[config.mk]
export PLATFORM = sky130hd
export DESIGN_NAME = fetch_pc_unit
export DESIGN_NICKNAME = d
export VERILOG_FILES = /design/src/rtl/fetch_pc_unit.sv
export SDC_FILE = /design/constraint.sdc
export NUM_CORES = 1
export LEC_CHECK = 0
export CORE_UTILIZATION = 43
export DETAILED_ROUTE_END_ITERATION = 12
export PLACE_DENSITY = 0.79
export SYNTH_ARGS = -nofsm -noshare
export SYNTH_HDL_FRONTEND = slang
export SYNTH_SLANG_ARGS = --single-unit
[constraint.sdc]
create_clock -name clk -period 4 [get_ports clk]
set_input_delay 0.4 -clock clk [delete_from_list [all_inputs] [get_ports clk]]
set_output_delay 0.4 -clock clk [all_outputs]
set_load 0.01 [all_outputs]
[src/rtl/fetch_pc_unit.sv]
`default_nettype none
// ============================================================================
// Module      : fetch_pc_unit
// Description : Instruction-fetch stage sitting directly in front of the
//               instruction ROM. Holds the PC and selects the next PC
//               (sequential, jump or branch). Drives the ROM word address
//               and forwards the fetched word to decode. Any next-PC outside
//               the ROM window stops fetch with a sticky fault until reset.
// Revision    : 1.0 - initial release
// ----------------------------------------------------------------------------
// Parameters
//   RESET_PC   byte address loaded on reset (word-aligned, inside window)
//   ROM_AW     ROM word-address width; window = 0 .. (2^ROM_AW)*4-1 bytes
// Ports
//   clk         in   1       clock, rising edge
//   rst         in   1       synchronous reset, active-high
//   stall       in   1       hold PC this cycle
//   jump_taken  in   1       J-type redirect request
//   jump_index  in   26      J-type instr_index field
//   br_taken    in   1       branch redirect request (already resolved)
//   br_offset   in   16      signed word offset of the branch
//   rom_addr    out  ROM_AW  ROM word address, from the pc register only
//   rom_inst    in   32      ROM data, same cycle
//   pc          out  32      current PC (byte address)
//   pc_plus4    out  32      pc + 4 (link value)
//   inst        out  32      rom_inst while valid, otherwise NOP (0)
//   inst_valid  out  1       high only in RUN
//   fault       out  1       sticky out-of-window fault
//   fetch_cnt   out  32      number of accepted fetches (wraps)
// ============================================================================
module fetch_pc_unit #(
  parameter logic [31:0] RESET_PC = 32'h0000_0000,
  parameter int          ROM_AW   = 5
) (
  input  logic              clk,
  input  logic              rst,
  input  logic              stall,
  input  logic              jump_taken,
  input  logic [25:0]       jump_index,
  input  logic              br_taken,
  input  logic [15:0]       br_offset,
  output logic [ROM_AW-1:0] rom_addr,
  input  logic [31:0]       rom_inst,
  output logic [31:0]       pc,
  output logic [31:0]       pc_plus4,
  output logic [31:0]       inst,
  output logic              inst_valid,
  output logic              fault,
  output logic [31:0]       fetch_cnt
);

  typedef enum logic [1:0] {
    BOOT = 2'd0,
    RUN  = 2'd1,
    HALT = 2'd2
  } state_t;

  state_t      state_r, state_next;
  logic [31:0] pc_r, pc_next;
  logic        fault_r, fault_next;
  logic [31:0] fetch_cnt_r, fetch_cnt_next;

  logic [31:0] seq_target;
  logic [31:0] jump_target;
  logic [31:0] br_target;
  logic [31:0] target;
  logic        out_of_window;

  // ---------------------------------------------------------------------------
  // Target computation. Every candidate is word-aligned by construction, so
  // only the upper bits need checking against the ROM window.
  // ---------------------------------------------------------------------------
  assign seq_target  = pc_r + 32'd4;
  assign jump_target = {seq_target[31:28], jump_index, 2'b00};
  assign br_target   = seq_target + {{14{br_offset[15]}}, br_offset, 2'b00};

  always_comb begin
    target = seq_target;
    if (jump_taken) begin
      target = jump_target;
    end else if (br_taken) begin
      target = br_target;
    end
  end

  assign out_of_window = |target[31:ROM_AW+2];

  // ---------------------------------------------------------------------------
  // Next-state / next-PC logic
  // ---------------------------------------------------------------------------
  always_comb begin
    state_next     = state_r;
    pc_next        = pc_r;
    fault_next     = fault_r;
    fetch_cnt_next = fetch_cnt_r;
    case (state_r)
      BOOT: begin
        state_next = RUN;
      end
      RUN: begin
        // A stalled requester keeps its request up, so nothing is lost here.
        if (!stall) begin
          if (out_of_window) begin
            fault_next = 1'b1;
            state_next = HALT;
          end else begin
            pc_next        = target;
            fetch_cnt_next = fetch_cnt_r + 32'd1;
          end
        end
      end
      HALT: begin
        state_next = HALT;
      end
      default: begin
        state_next = BOOT;
      end
    endcase
  end

  always_ff @(posedge clk) begin
    if (rst) begin
      state_r     <= BOOT;
      pc_r        <= RESET_PC;
      fault_r     <= 1'b0;
      fetch_cnt_r <= 32'd0;
    end else begin
      state_r     <= state_next;
      pc_r        <= pc_next;
      fault_r     <= fault_next;
      fetch_cnt_r <= fetch_cnt_next;
    end
  end

  // ---------------------------------------------------------------------------
  // Outputs. rom_addr is taken straight from the pc register so no request
  // input has a combinational path to the ROM address.
  // ---------------------------------------------------------------------------
  assign rom_addr   = pc_r[ROM_AW+1:2];
  assign pc         = pc_r;
  assign pc_plus4   = seq_target;
  assign inst_valid = (state_r == RUN);
  assign inst       = inst_valid ? rom_inst : 32'h0000_0000;
  assign fault      = fault_r;
  assign fetch_cnt  = fetch_cnt_r;

endmodule
`default_nettype wire

* After elaboration in Yosys (flattened, before gate mapping) *
Index checks and enable logic that the tools add are counted.

cells by class
  divide/modulo/power cells = 0
  reductions and logical operators = 5
  equal/unequal tests = 4
  bitwise gates (word level) = 2
  muxes and demuxes = 6
  order comparisons = 0
  add/subtract/negate cells = 3
  shift operators = 0
  multiply operators = 0

operators by type and width
  cell                   number
  $mux 32                3
  $add 32x1->32 const B  1
  $add 32x3->32 const B  1
  $add 32x32->32         1
  $reduce_or 25->1       1
  $pmux 2 s3             1
  $reduce_and 3->1       2
  $mux 2                 2
  $eq 2x1->1 const B     1
  $eq 2x2->1 const B     1
  $logic_not 2->1        1
  $ne 2x1->1 const B     1
  $ne 2x2->1 const B     1
  $not 1->1              2
  $reduce_and 2->1       1

word-level totals
  bits of input ports = 79
  bits in latches = 0
  logic and storage cells = 24
  flip-flop bits (word level) = 67
  memories = 0
  memory bits (writable) = 0
  ROM bits = 0
  output and inout bits = 135

* Longest topological paths before layout *
  depth in word-level cells = 8
  depth in mapped cells = 20
  depth with buffers taken out = 17

* Worst setup path before layout *
OpenSTA, ideal clock, no wires.

  path kind = register -> register
  from = register pc_r[2] (netlist: pc[2])
  to = register fetch_cnt_r[21] (netlist: fetch_cnt[21])
  setup time = 0.123 ns
  stages on the path, launching flop included = 20
  period minus slack after synthesis = 4.731 ns
  arrival = 4.608 ns
  setup slack = -0.731 ns
  buffers on the path = 3
  data required time = 3.877 ns
  cells stage by stage = dfxtp_1 > ha_1 > nand3_1 > nor4_2 > buf_2 > nand4b_1 > xnor2_1 > ha_1 > buf_2 > a21oi_1 > o211a_1 > o21ai_0 > a21o_1 > or3_1 > a2111oi_0 > o221a_2 > nand4b_4 > buf_6 > nor4_2 > mux2_1

between the ends
  cells in the longest elaborated chain, start to end = 7

ends and longest elaborated chain
  item                                   line  source
  from (decl)                            59    logic [31:0] pc_r, pc_next;
  from (signal assigned)                 129   pc_r <= pc_next;
  $add 32x3->32 (*)                      73    assign seq_target = pc_r + 32'd4;
  via pc_plus4[24]                       45    output logic [31:0] pc_plus4,
  $add 32x32->32                         75    assign br_target = seq_target + {{14{br_offset[15]}}, br_offset, 2'b00};
  $mux 32 (*)                            81    end else if (br_taken) begin
  $mux 32 (*)                            79    if (jump_taken) begin
  $reduce_or 25->1 (*)                   86    assign out_of_window = |target[31:ROM_AW+2];
  $not 1->1 (no source line) (*)         -
  $reduce_and 3->1 (no source line) (*)  -
  to (signal assigned)                   131   fetch_cnt_r <= fetch_cnt_next;
  to (decl)                              61    logic [31:0] fetch_cnt_r, fetch_cnt_next;

The timed path passes the listed nets; every way through them passes the cells marked *.
A chain may end at the register's enable or synchronous reset.

* Worst setup path in the final report *
  from = register pc_r[2] (netlist: pc[2])
  to = register fetch_cnt_r[24] (netlist: fetch_cnt[24])

between the ends
  cells in the longest elaborated chain, start to end = 7

ends and longest elaborated chain
  item                                   line
  $add 32x3->32 (*)                      73
  $add 32x32->32                         75
  $mux 32                                81
  $mux 32 (*)                            79
  $reduce_or 25->1 (*)                   86
  $not 1->1 (no source line) (*)         -
  $reduce_and 3->1 (no source line) (*)  -

Mark *: on every way between the ends. The rest lies on a longest branch, timed or not.

==> impl_metrics.toml <==
[critical_path]
endpoint_kind = "flop"
rrSetupSlack_ns = -0.82
worstPathRequired_ns = 4.26
cp_max_fo = 10
start_kind = "flop"
critPathArrivalTime_ns = 5.08
critPathKind = "reg -> reg"

[synthesis]
yosysSeqAreaShare_pct = 20.8
ys_ff_latch = 65
synthArstFlopShare_pct = 0
netlist_top_cells_area = "dfxtp_1, ha_1, and2_1"
postSynthCellCount = 819
synth_edf_count = 0
synth_top_area_share_pct = 20.8
synth_ff_type = "dfxtp_1"
syn-cell-area_um2 = 6260
ys_types = 77
synth_warnings = 0
synth_top_area_cell = "dfxtp_1"
avgSynthCellArea_um2 = 7.65

[placed_design]
place_inst = 1362
port_buffers = 209
place_area_um2 = 10100
post-dp-hpwl_um = 19200
pre_cts_ws_ns = -0.737
gp_congestion = 1.01

[clock_tree]
cts_hold_buffers = 0
clockRootBuffer = "clkbuf_16"
clk_pin_slew_ns = 0.06
cts_sinks = 65
cts_made_buffers = 9
clockBufferDepth = 2
insertion_delay_ns = 0.34
cts.htree.levels = 3
cts_tree = "yes"

[cells_and_area]
n_antenna_cell = 0
drive_gt1_share_pct = 33.9
layout_commonest_cell = "buf_4"
finalInstanceArea_um2 = 11300
utilization_pct = 80.3
area_growth_syn_to_layout_pct = 79.9
nets = 1335
fin_cells = 1403
final_cell_mix = "buf_4, clkdlybuf4s50_1, nand2_1, nor2_1, dfxtp_1"

[power]
pwr-share-seq_pct = 29.4
p_int_uw = 1610
p_switching_uw = 655
combPwrFrac_pct = 31.6
power_density_nw_per_um2 = 201
leakagePower_uw = 0.00487
power_uw = 2270
ir_drop_mv = 0.380
clock_power_share_pct = 39.0
swShare_pct = 28.9

[outcome]
status = "complete, but fails checks"
violations = "setup timing"

[sta]
hold_viol_final = 0
drv_slew = 0
final.period_utilization_pct = 120
rsz0062_at_grt = "true"
fmax_mhz = 208
clock_skew_ns = 0.00663
setup_ws_ns = -0.817
slew_headroom_pct = 25.9
post-route-min-period_ns = 4.82
tightest_slew_ns = 1.11
finalSetupViolCount = 65

[die]
dieArea_um2 = 15100
start_util_pct = 44.6
core_um2 = 14000
dieWidth_um = 123
io_pins = 214
die_h_um = 123
row_count = 43

[global_route]
track_usage_pct = 34.8
grt_start_max_net_pins = 51
grt_overflow_total = 0
grt_pass1_wl_um = 40400
antenna_found_initial = 0
first_global_vias = 7706

[route]
wl_per_cell_um = 20.4
routed_wirelength_um = 28600
drtAntennaViolNets = 0
vias = 8079
drt-pass1-iter-count = 5
drc = 0
drtIter0Drc = 784
viasPerCell = 5.76

[run]
cap_viol_max_count = 0

[worst_hold_path]
min-delay-path-class = "reg -> reg"
sequential cells by signal, summed over array words and instances, names as in the netlist:
signal,flops
state_r,2
fault,1
pc,30
fetch_cnt,32
path summary, 6_finish.rpt:
| kind | startpoint | endpoint | cells past startpoint |
|---|---|---|---|
| worst max-delay path | pc[2]$_SDFFE_PP0P_ | fetch_cnt[24]$_SDFFE_PP0P_ | 22 |
| worst min-delay path | fault$_SDFFE_PP0P_ | fault$_SDFFE_PP0P_ | 2 |
| worst max register to register | pc[2]$_SDFFE_PP0P_ | fetch_cnt[24]$_SDFFE_PP0P_ | 22 |
| worst min register to register | fault$_SDFFE_PP0P_ | fault$_SDFFE_PP0P_ | 2 |
critical path: stages (launching register included):
cell	delay, ns
dfxtp_4	0.36
buf_4	0.14
nand4_1	0.11
buf_4	0.18
nor4_4	0.17
buf_4	0.17
buf_4	0.11
xor2_1	0.06
buf_4	0.16
ha_2	0.38
nand4_1	0.14
nor3_2	0.20
a32oi_2	0.18
buf_4	0.18
a2111oi_4	0.39
o2111a_1	0.24
and3_1	0.17
o311a_1	0.22
nand4b_4	0.22
buf_12	0.21
buf_16	0.15
or4_4	0.42
a21oi_2	0.17
metal layers:
layer,GRT usage (%),vias up,share of wire [%]
met1,43.9,3787,39
met5,0,-,0
met3,4.88,97,7.7
li1,-,3732,-
met4,14.5,0,3.8
met2,59.0,463,49
per-stage QoR:
| step | setup TNS [ns] | hold slack, ns |
|---|---|---|
| floorplan | -9.80 | 0.452 |
| global placement | -38.72 | 0.451 |
| detailed placement | -37.17 | 0.464 |
| CTS | -36.48 | 0.473 |
| global route | -55.10 | 0.511 |
| finish | -44.39 | 0.472 |
power by group through the flow:
stage          Sequential [uW]  Clock [uW]  Combinational [uW]
2_1_floorplan              680           0                 303
3_3_place_gp               679           0                 664
3_5_place_dp               680           0                 671
4_1_cts                    666         860                 699
5_1_grt                    668         905                 761
6_report                   666         886                 717
cell usage after synthesis (all sizes together) (4+ instances only):
master,n
a2111oi,6
a211oi,8
a21o,11
a21oi,42
a221oi,4
and2,67
and3,8
and4,7
buf,25
clkbuf,26
dfxtp,65
ha,37
inv,27
mux2,28
mux2i,15
nand2,81
nand2b,6
nand3,28
nand4,22
nand4b,4
nor2,72
nor2b,26
nor3,27
nor4,18
o2111ai,5
o211ai,9
o21a,8
o21ai,32
o31ai,5
or4,7
xnor2,33
xor2,15
cells by family (layout without fill, tap and decap cells):
group	Yosys count	after routing	share of synthesized area (%)
AO/OA/AOI/OAI	161	161	17.5
XOR/XNOR	48	48	6.71
adder cells (fa/ha/maj)	38	38	7.71
buffers and inverters	78	479	5.79
flip-flops	65	65	20.8
multiplexers	43	43	7.43
other	1	4	0.0599
AND/OR/NAND/NOR	385	385	34.1
what timing repair did:
item	in CTS	in global routing
gates resized for setup	88	51
pin swaps	28	25
setup buffers	11	10
cloned	4	0
endpoints found under the setup margin	65	65
layout make-up:
class                           count  area [um^2]
Multi-Input combinational cell    679         5380
Timing Repair Buffer              436         3910
Fill cell                         864         2770
Sequential cell                    65         1320
Clock buffer                       10          239
Tap cell                          180          225
Inverter                           27          101
Clock inverter                      6         90.1
Power figures use the tool's default switching activity.
